$ cat src/rtl/sobel_pkg.sv
// Shared types and constants for the Sobel pixel-fetch path.
package sobel_pkg;

    localparam int PIX_W_DEF = 8;
    localparam int WIN_N     = 9;

    typedef enum logic [1:0] {
        IDLE,
        ISSUE,
        WAIT,
        SHIFT
    } fetch_state_t;

endpackage

$ cat src/rtl/pixel_addr_gen.sv
// Raster traversal for pixel_fetch: row-base/column/k counters, read address,
// and the column/row/image boundary flags. Address math uses adds only.
module pixel_addr_gen
    import sobel_pkg::*;
#(
    parameter int IMG_W     = 640,
    parameter int IMG_H     = 480,
    parameter int ADDR_W    = 20,
    parameter int BASE_ADDR = 0
)(
    input  logic              clk,
    input  logic              rst,
    input  logic              clear,
    input  logic              issue,
    input  logic              step,
    output logic [ADDR_W-1:0] mem_addr,
    output logic [1:0]        k,
    output logic              col_last,
    output logic              row_first,
    output logic              win_fill,
    output logic              img_end
);

    localparam int XW = (IMG_W > 1) ? $clog2(IMG_W) : 1;
    localparam int YW = (IMG_H > 1) ? $clog2(IMG_H) : 1;
    localparam logic [ADDR_W-1:0] STRIDE = ADDR_W'(IMG_W);
    localparam logic [ADDR_W-1:0] BASE   = ADDR_W'(BASE_ADDR);

    logic [XW-1:0]     x;
    logic [YW-1:0]     yc;
    logic [ADDR_W-1:0] row_base;
    logic [ADDR_W-1:0] col_base;
    logic [ADDR_W-1:0] rd_addr;
    logic              row_end;

    // col_base tracks the top pixel of the column being filled; k selects a row below it
    always_comb begin
        rd_addr = col_base;
        case (k)
            2'd0:    rd_addr = col_base;
            2'd1:    rd_addr = col_base + STRIDE;
            default: rd_addr = col_base + STRIDE + STRIDE;
        endcase
    end

    assign col_last  = (k == 2'd2);
    assign row_end   = (x == XW'(IMG_W - 1));
    assign row_first = (k == 2'd0) && (x == '0);
    assign win_fill  = col_last && (x == XW'(2));
    assign img_end   = col_last && row_end && (yc == YW'(IMG_H - 2));

    always_ff @(posedge clk) begin
        if (rst) begin
            mem_addr <= '0;
            k        <= '0;
            x        <= '0;
            yc       <= YW'(1);
            row_base <= BASE;
            col_base <= BASE;
        end else begin
            if (issue)
                mem_addr <= rd_addr;
            if (clear) begin
                k        <= '0;
                x        <= '0;
                yc       <= YW'(1);
                row_base <= BASE;
                col_base <= BASE;
            end else if (step && !img_end) begin
                if (!col_last) begin
                    k <= k + 2'd1;
                end else begin
                    k <= '0;
                    if (row_end) begin
                        x        <= '0;
                        yc       <= yc + YW'(1);
                        row_base <= row_base + STRIDE;
                        col_base <= row_base + STRIDE;
                    end else begin
                        x        <= x + XW'(1);
                        col_base <= col_base + ADDR_W'(1);
                    end
                end
            end
        end
    end

endmodule

$ cat src/rtl/pixel_fetch.sv
// Pixel-read responder: fetches one pixel per start_read into a 3x3 window.
// Optional WAIT watchdog enabled by defining PIXEL_FETCH_TIMEOUT_EN.
module pixel_fetch
    import sobel_pkg::*;
#(
    parameter int IMG_W     = 640,
    parameter int IMG_H     = 480,
    parameter int PIX_W     = PIX_W_DEF,
    parameter int ADDR_W    = 20,
    parameter int BASE_ADDR = 0,
    parameter int TIMEOUT   = 255
)(
    input  logic                   clk,
    input  logic                   rst,
    input  logic                   load_param,
    input  logic                   start_read,
    output logic                   read_done,
    output logic                   mem_rd_en,
    output logic [ADDR_W-1:0]      mem_addr,
    input  logic [PIX_W-1:0]       mem_rdata,
    input  logic                   mem_rvalid,
    output logic [WIN_N*PIX_W-1:0] window,
    output logic                   window_valid,
    output logic                   all_done,
    output logic                   err
);

    fetch_state_t     state;
    logic [PIX_W-1:0] win [3][3];
    logic [PIX_W-1:0] stage0;
    logic [PIX_W-1:0] stage1;
    logic [PIX_W-1:0] pix;
    logic [1:0]       k;
    logic             col_last;
    logic             row_first;
    logic             win_fill;
    logic             img_end;
    logic             issue;
    logic             step;
    logic             timed_out;

`ifdef PIXEL_FETCH_TIMEOUT_EN
    localparam int CNT_W = $clog2(TIMEOUT + 1);
    logic [CNT_W-1:0] wait_cnt;

    assign timed_out = (state == WAIT) && !mem_rvalid &&
                       (wait_cnt == CNT_W'(TIMEOUT - 1));

    always_ff @(posedge clk) begin
        if (rst || state != WAIT)
            wait_cnt <= '0;
        else if (!mem_rvalid)
            wait_cnt <= wait_cnt + CNT_W'(1);
    end
`else
    assign timed_out = 1'b0;
`endif

    assign issue = (state == IDLE) && start_read && !all_done && !load_param && !rst;
    assign step  = (state == WAIT) && (mem_rvalid || timed_out) && !load_param && !rst;
    // A watchdog expiry substitutes a zero pixel so the window keeps moving
    assign pix   = mem_rvalid ? mem_rdata : '0;

    pixel_addr_gen #(
        .IMG_W     (IMG_W),
        .IMG_H     (IMG_H),
        .ADDR_W    (ADDR_W),
        .BASE_ADDR (BASE_ADDR)
    ) u_addr_gen (
        .clk       (clk),
        .rst       (rst),
        .clear     (load_param),
        .issue     (issue),
        .step      (step),
        .mem_addr  (mem_addr),
        .k         (k),
        .col_last  (col_last),
        .row_first (row_first),
        .win_fill  (win_fill),
        .img_end   (img_end)
    );

    // Control: FSM, strobes and sticky flags
    always_ff @(posedge clk) begin
        if (rst) begin
            state        <= IDLE;
            mem_rd_en    <= 1'b0;
            read_done    <= 1'b0;
            window_valid <= 1'b0;
            all_done     <= 1'b0;
            err          <= 1'b0;
        end else if (load_param) begin
            state        <= IDLE;
            mem_rd_en    <= 1'b0;
            read_done    <= 1'b0;
            window_valid <= 1'b0;
            all_done     <= 1'b0;
            err          <= 1'b0;
        end else begin
            mem_rd_en <= 1'b0;
            read_done <= 1'b0;
            if (start_read && !issue)
                err <= 1'b1;
            case (state)
                IDLE: begin
                    if (issue) begin
                        state     <= ISSUE;
                        mem_rd_en <= 1'b1;
                    end
                end
                ISSUE: state <= WAIT;
                WAIT: begin
                    if (step) begin
                        state     <= SHIFT;
                        read_done <= 1'b1;
                        if (timed_out)
                            err <= 1'b1;
                        if (win_fill)
                            window_valid <= 1'b1;
                        else if (row_first)
                            window_valid <= 1'b0;
                        if (img_end)
                            all_done <= 1'b1;
                    end
                end
                SHIFT:   state <= IDLE;
                default: state <= IDLE;
            endcase
        end
    end

    // Data: staging rows and the 3x3 window, advanced on each accepted pixel
    always_ff @(posedge clk) begin
        if (step) begin
            if (k == 2'd0)
                stage0 <= pix;
            if (k == 2'd1)
                stage1 <= pix;
        end
    end

    always_ff @(posedge clk) begin
        if (rst) begin
            for (int r = 0; r < 3; r++)
                for (int c = 0; c < 3; c++)
                    win[r][c] <= '0;
        end else if (step && col_last) begin
            for (int r = 0; r < 3; r++) begin
                win[r][0] <= win[r][1];
                win[r][1] <= win[r][2];
            end
            win[0][2] <= stage0;
            win[1][2] <= stage1;
            win[2][2] <= pix;
        end
    end

    always_comb begin
        window = '0;
        for (int r = 0; r < 3; r++)
            for (int c = 0; c < 3; c++)
                window[PIX_W*(3*r+c) +: PIX_W] = win[r][c];
    end

endmodule
$ cat config.mk
export PLATFORM = sky130hd
export DESIGN_NAME = pixel_fetch
export DESIGN_NICKNAME = d
export VERILOG_FILES = /design/src/rtl/sobel_pkg.sv /design/src/rtl/pixel_addr_gen.sv /design/src/rtl/pixel_fetch.sv
export SDC_FILE = /design/constraint.sdc
export NUM_CORES = 1
export LEC_CHECK = 0
export ABC_AREA = 0
export BUFFER_PORTS_ARGS = -buffer_cell sky130_fd_sc_hd__buf_4
export CORE_ASPECT_RATIO = 1.5
export CORE_UTILIZATION = 45
export DETAILED_ROUTE_END_ITERATION = 10
export GPL_ROUTABILITY_DRIVEN = 0
export PLACE_DENSITY_LB_ADDON = 0.2
export SLEW_MARGIN = 20
export SYNTH_ARGS = -nofsm -noshare
export SYNTH_HDL_FRONTEND = slang
export SYNTH_SLANG_ARGS = --single-unit
$ cat constraint.sdc
create_clock -name clk -period 5.2 [get_ports clk]
set_clock_uncertainty 0.2 [all_clocks]
set_input_delay 1.04 -clock clk [delete_from_list [all_inputs] [get_ports clk]]
set_output_delay 1.04 -clock clk [all_outputs]
set_load 0.02 [all_outputs]
; ---- Word level (Yosys, flattened, before mapping)
; Memories as Yosys holds them, arrays and structs flattened.
; Index checks and enable logic that the tools add are counted.
; Widths: inputs -> output; s select.
[word_totals]
ff_bits = 104
mem_bits_rw = 72
input_bits = 13
out_inout_bits = 97
memories = 1
[op_classes]
n_addsub = 7
n_eq_ne = 10
mux = 26
n_bitwise = 11
reduce_logical = 33
[mem_list]
columns = memory, words, word_bits, rd, rd_clocked_by_memory_dff, wr, line_no
row1 = win, 3, 24, 3, 0, 3, pixel_fetch.sv:29  ; logic [PIX_W-1:0] win [3][3];
[op_table]
columns = operator, n
row1 = $mux 8, 10
row2 = $add 20x10->20 const B, 3
row3 = $pmux 20 s2, 1
row4 = $add 20x1->20 const B, 1
row5 = $mux 20, 1
row6 = $logic_and 1x1->1, 14
row7 = $add 10x1->10 const B, 1
row8 = $eq 10x10->1 const B, 1
row9 = $eq 10x2->1 const B, 1
row10 = $logic_not 10->1, 1
row11 = $mux 10, 1
row12 = $add 9x1->9 const B, 1
row13 = $eq 9x9->1 const B, 1
row14 = $mux 1, 9
row15 = $or 1x1->1, 9
row16 = $reduce_and 3->1, 3
row17 = $pmux 2 s4, 1
row18 = $reduce_and 2->1, 4
row19 = $eq 2x2->1 const B, 3
row20 = $mux 2, 3
row21 = $reduce_or 3->1, 2
row22 = $logic_not 1->1, 5
row23 = $eq 2x1->1 const B, 2
row24 = $logic_not 2->1, 2
row25 = other kinds (5), 7

; ---- Longest topological paths before layout
[logic_depth]
word_depth = 9
mapped_depth = 10
mapped_depth_nobuf = 9

; ---- Cells and area by module
; A second synthesis with hierarchy kept.
[hier_totals]
hier_cells = 759
area_unflattened_um2 = 7905.1
[modules_own_cells]
columns = module, n_inst, cells_per_inst, area_per_inst_um2, seq_area_each_um2
row1 = pixel_addr_gen, 1, 541, 4327.9, 1481.4
row2 = pixel_fetch, 1, 218, 3577.2, 2782.7

; ---- Least setup slack after synthesis
; OpenSTA, ideal clock, no wires.
[synth_path]
path_kind = input-to-reg
startpoint = input rst
endpoint = memory win[0][0] (netlist name) (enable)
t_arrival_ns = 3.311
required_time_ns = 4.558
path_slack_ns = 1.247
path_stages = 6
cell_sequence = buf_6 nor2_8 nand3_4 clkinv_2 nand3_2 nand2b_1
[synth_lines]
columns = element, line_no
row1 = start: declaration, pixel_fetch.sv:14  ; input logic rst,
row2 = end: declaration, pixel_fetch.sv:29

; ---- Final worst setup path
[layout_path]
startpoint = input rst
endpoint = register u_addr_gen.yc[0]
[layout_via]
elab_chain_len = 4
[layout_rtl]
columns = element, line_no
row1 = $logic_not 1->1, pixel_fetch.sv:60  ; assign step = (state == WAIT) && (mem_rvalid || timed_out) && !load_param && !rst;
row2 = $logic_and 1x1->1, pixel_fetch.sv:60
row3 = $logic_and 1x1->1, pixel_addr_gen.sv:69  ; end else if (step && !img_end) begin
row4 = $reduce_and 3->1 (no line), -
row5 = end signal: assignment, pixel_addr_gen.sv:76  ; yc <= yc + YW'(1);
row6 = end: declaration, pixel_addr_gen.sv:30  ; logic [YW-1:0] yc;
; Several ways; a longest one is shown, not always the timed one.
; A chain may end at the register's enable or synchronous reset.

==> results by group <==
Floorplan
  – Die Ht: ~160 um
  – FP Rows: between 50 and 60
  – Starting Density: 0.457
  – Die Wd: 110 um
  – Core area: 0.0173 mm^2
  – Die area: about 0.018 mm^2
  – I/O pin count: between 100 and 150

Cells and area
  – Commonest non-fill, non-tap cell in the layout: buf_4
  – Non-Filler Instances: around 1,100
  – FF/Latch Area: between 0.004 and 0.005 mm^2
  – # nets final: roughly 870
  – Area growth from synthesis to layout: 18.6%
  – ANT cells: 0
  – Most frequent cells in the layout: buf_4, edfxtp_1, and2_1
  – Layout cells sized above 1: 0.204
  – Area of the multi-input gates: 0.00335 mm^2
  – Fill count: between 1,500 and 2,000

Yosys
  – EDFF count, synth: slightly below 90
  – Mapped Cells: between 700 and 800
  – Post-Syn Area: approximately 0.0079 mm^2
  – Largest family of logic cells by synthesized area: simple AND/OR/NAND/NOR gates
  – Ys async rst share: 0
  – Mean post-synth cell area: between 10 and 15 um^2
  – Syn Nets: slightly below 800
  – Seq cells post-synth: 169
  – Register area share after synthesis: 0.540
  – Adder-cell share of the synthesized area: 0.0190
  – Synth warnings: 0
  – Top_reg_cell synth: edfxtp_1
  – Distinct cells, synth: 71
  – Post-synthesis xor/xnor area fraction: 0.0643
  – Compound-Gate Fraction of Synth Area: 0.110
  – Simple-gate share of the synthesized area: 0.228
  – Post-synthesis mux area share: 0.00269

Timing
  – Fin Setup TNS: 0 ns
  – Period utilization: 0.631
  – Rel. slew slack: 0.319
  – Final Hold Vio Count: 0
  – Count of final setup violators: 0
  – Fmax: 305 MHz
  – Final min period: between 3 and 4 ns
  – Worst Tran Pin Value: 1.02 ns
  – RSZ-0062 raised after global routing: false
  – Pins Over Slew Limit: 0

Setup path
  – Kind of critical path: primary input to flop
  – WP data required: between 5 and 6 ns
  – Critical R2R Launch: u_addr_gen.col_base[7]$_SDFFE_PP0N_
  – R2R Setup Slk: between 2 and 2.5 ns
  – Startpoint Class: primary input
  – WP data arrival: roughly 3.4 ns
  – Critical R2R Capture: u_addr_gen.mem_addr[12]$_SDFFE_PP0P_
  – Critical Path Fanout Max: 76
  – Crit end category: flop
  – Worst r2r path cells: 7

Pwr
  – Clk pwr share: 0.452
  – Internal power: about 2.2 mW
  – Net switching power: between 600 and 700 uW
  – Switching share of total power: 0.225
  – Sequential Power Share: 0.509
  – Leak: 3.49 nW
  – VDD IR-drop max: 195 uV
  – Pwr Density: ~300 mW/mm^2
  – Combinational share of power: 0.039

Clock network
  – Post-CTS resize count: 0
  – Clk sinks: roughly 170
  – Root buffer cell: clkbuf_16
  – CTS H-tree lvls: 4
  – Clk buf depth: 2
  – Post-CTS Hold Buffers: 0
  – Post-CTS Setup Bufs: 0
  – Cts bufs inserted: 17
  – Worst-path clk slew: 0.07 ns
  – Worst skew pair latency: about 0.42 ns
  – CTS tree: built

Global route
  – Largest net degree at the start of global routing: 77
  – Total gr overflow: 0
  – GRT Total Usage: 0.205
  – Vias in the first global route: about 5,700
  – First-pass GRT wire length: about 28 mm
  – Antenna violations before repair: 0

Drt
  – Drt initial violations: between 300 and 400
  – Final antenna-violating net count: 0
  – Vias: about 5,800
  – Vias/cell: 5.40
  – WL final: 17.9 mm
  – Wire per inst: 16.8 um
  – # DRC: 0
  – TritonRoute pass-1 iters: 5

Place
  – Number of port buffers: roughly 110
  – Cell total after placement: approximately 1,000
  – HPWL Detailed: about 13 mm

Worst hold path
  – Hold path depth: 2
  – Hold Path Sink: u_addr_gen.mem_addr[9]$_SDFFE_PP0P_
  – Hold path start: u_addr_gen.mem_addr[9]$_SDFFE_PP0P_
  – Min-Delay Path Class: flop to flop

Outcome
  – Status: finished clean

Job
  – Max-cap viol count: 0
==> cell families (layout without fill, tap and decap cells) <==
| group | after synthesis | in the layout |
|---|---|---|
| simple gates | 323 | 323 |
| flops | 169 | 169 |
| compound gates | 130 | 130 |
| xor+xnor | 58 | 58 |
| buf+inv | 58 | 159 |
| fa+ha+maj | 12 | 12 |
| mux | 2 | 2 |
==> power by group through the flow <==
| stage | sequential [mW] | clock, mW | combinational (mW) |
|---|---|---|---|
| finish | 1.43 | 1.27 | 0.109 |
| detailed placement | 1.46 | 0 | 0.110 |
| CTS | 1.43 | 1.29 | 0.110 |
| floorplan | 1.49 | 0 | 0.0291 |
| global placement | 1.46 | 0 | 0.109 |
| global route | 1.43 | 1.35 | 0.116 |
==> Yosys cell counts, drive strengths merged (2+ instances only) <==
master    n  share of area
nor2b     6         0.0048
nand2b    6         0.0057
a21o      3         0.0029
buf      24          0.021
nor3     20          0.014
edfxtp   88           0.33
o21bai    2         0.0019
a22o      2         0.0022
or3       5         0.0040
nor3b     2         0.0019
and4      7         0.0078
ha       12          0.019
nand3    25          0.019
clkbuf   18         0.0086
o211ai    3         0.0035
and3      9         0.0078
a211oi    5         0.0048
o22ai     5         0.0040
and2     85          0.067
o21ai    34          0.023
o31ai     5         0.0048
nor4      7         0.0071
nand2    58          0.029
a22oi     9         0.0086
nand4    13          0.013
xor2     32          0.035
clkinv    2         0.0011
a2bb2oi   2         0.0022
o32ai     2         0.0055
o31a      2         0.0022
inv      14         0.0067
nand3b    5         0.0048
dfxtp    81           0.21
a31oi     7         0.0055
xnor2    26          0.029
a21oi    38          0.025
or2       3         0.0024
a32o      2         0.0025
nor2     68          0.035
or4       2         0.0019
==> layout make-up <==
| class | instances | area share |
|---|---|---|
| clock buffers | 17 | 0.0454 |
| clock inverters | 14 | 0.0174 |
| inverters | 16 | 0.00654 |
| multi-input cells | 525 | 0.358 |
| flip-flops and latches | 169 | 0.455 |
| well taps | 213 | 0.0284 |
| repair buffers | 112 | 0.0897 |
==> worst max path at each step <==
stage	to	slack [ns]	start
floorplan	win[0][0]$_SDFFCE_PN0P_	1.25	rst
global placement	u_addr_gen.yc[0]$_SDFFE_PP1P_	1.49	rst
detailed placement	u_addr_gen.yc[0]$_SDFFE_PP1P_	1.45	rst
CTS	u_addr_gen.yc[0]$_SDFFE_PP1P_	1.87	rst
global route	u_addr_gen.yc[0]$_SDFFE_PP1P_	1.64	rst
finish	u_addr_gen.yc[0]$_SDFFE_PP1P_	1.92	rst
==> per-stage QoR <==
step | utilization | worst slack (ns) | hold slack, ns | instance area [um^2] | power, mW
2_1_floorplan | - | 1.25 | 0.234 | 7900 | 1.52
3_3_place_gp | 0.509 | 1.49 | 0.246 | 8790 | 1.57
3_5_place_dp | 0.509 | 1.45 | 0.256 | 8790 | 1.57
4_1_cts | 0.543 | 1.87 | 0.263 | 9370 | 2.83
5_1_grt | 0.543 | 1.64 | 0.288 | 9370 | 2.89
6_report | 0.543 | 1.92 | 0.256 | 9370 | 2.81
==> flip-flops by register name (all words and copies together) (netlist names), 2 cells and up <==
register,count
u_addr_gen.yc,9
u_addr_gen.k,2
stage0,8
state,2
win,72
u_addr_gen.mem_addr,20
u_addr_gen.row_base,13
u_addr_gen.col_base,20
stage1,8
u_addr_gen.x,10
==> worst max-delay path: stages <==
cell,delay [ns]
buf_4,0.18
nor2_8,0.21
nand3_4,0.12
clkinv_2,0.10
and3_4,0.61
nand3_2,0.41
nand2_1,0.53
nor2_1,0.08
a21oi_1,0.13
==> metal layers <==
metal	vias to the layer above	part of all wire	GRT usage
met5	-	0	0
met4	0	0.035	0.102
met3	35	0.043	0.0317
met2	168	0.54	0.389
met1	2721	0.38	0.213
li1	2831	-	-
Power figures use the tool's default switching activity.
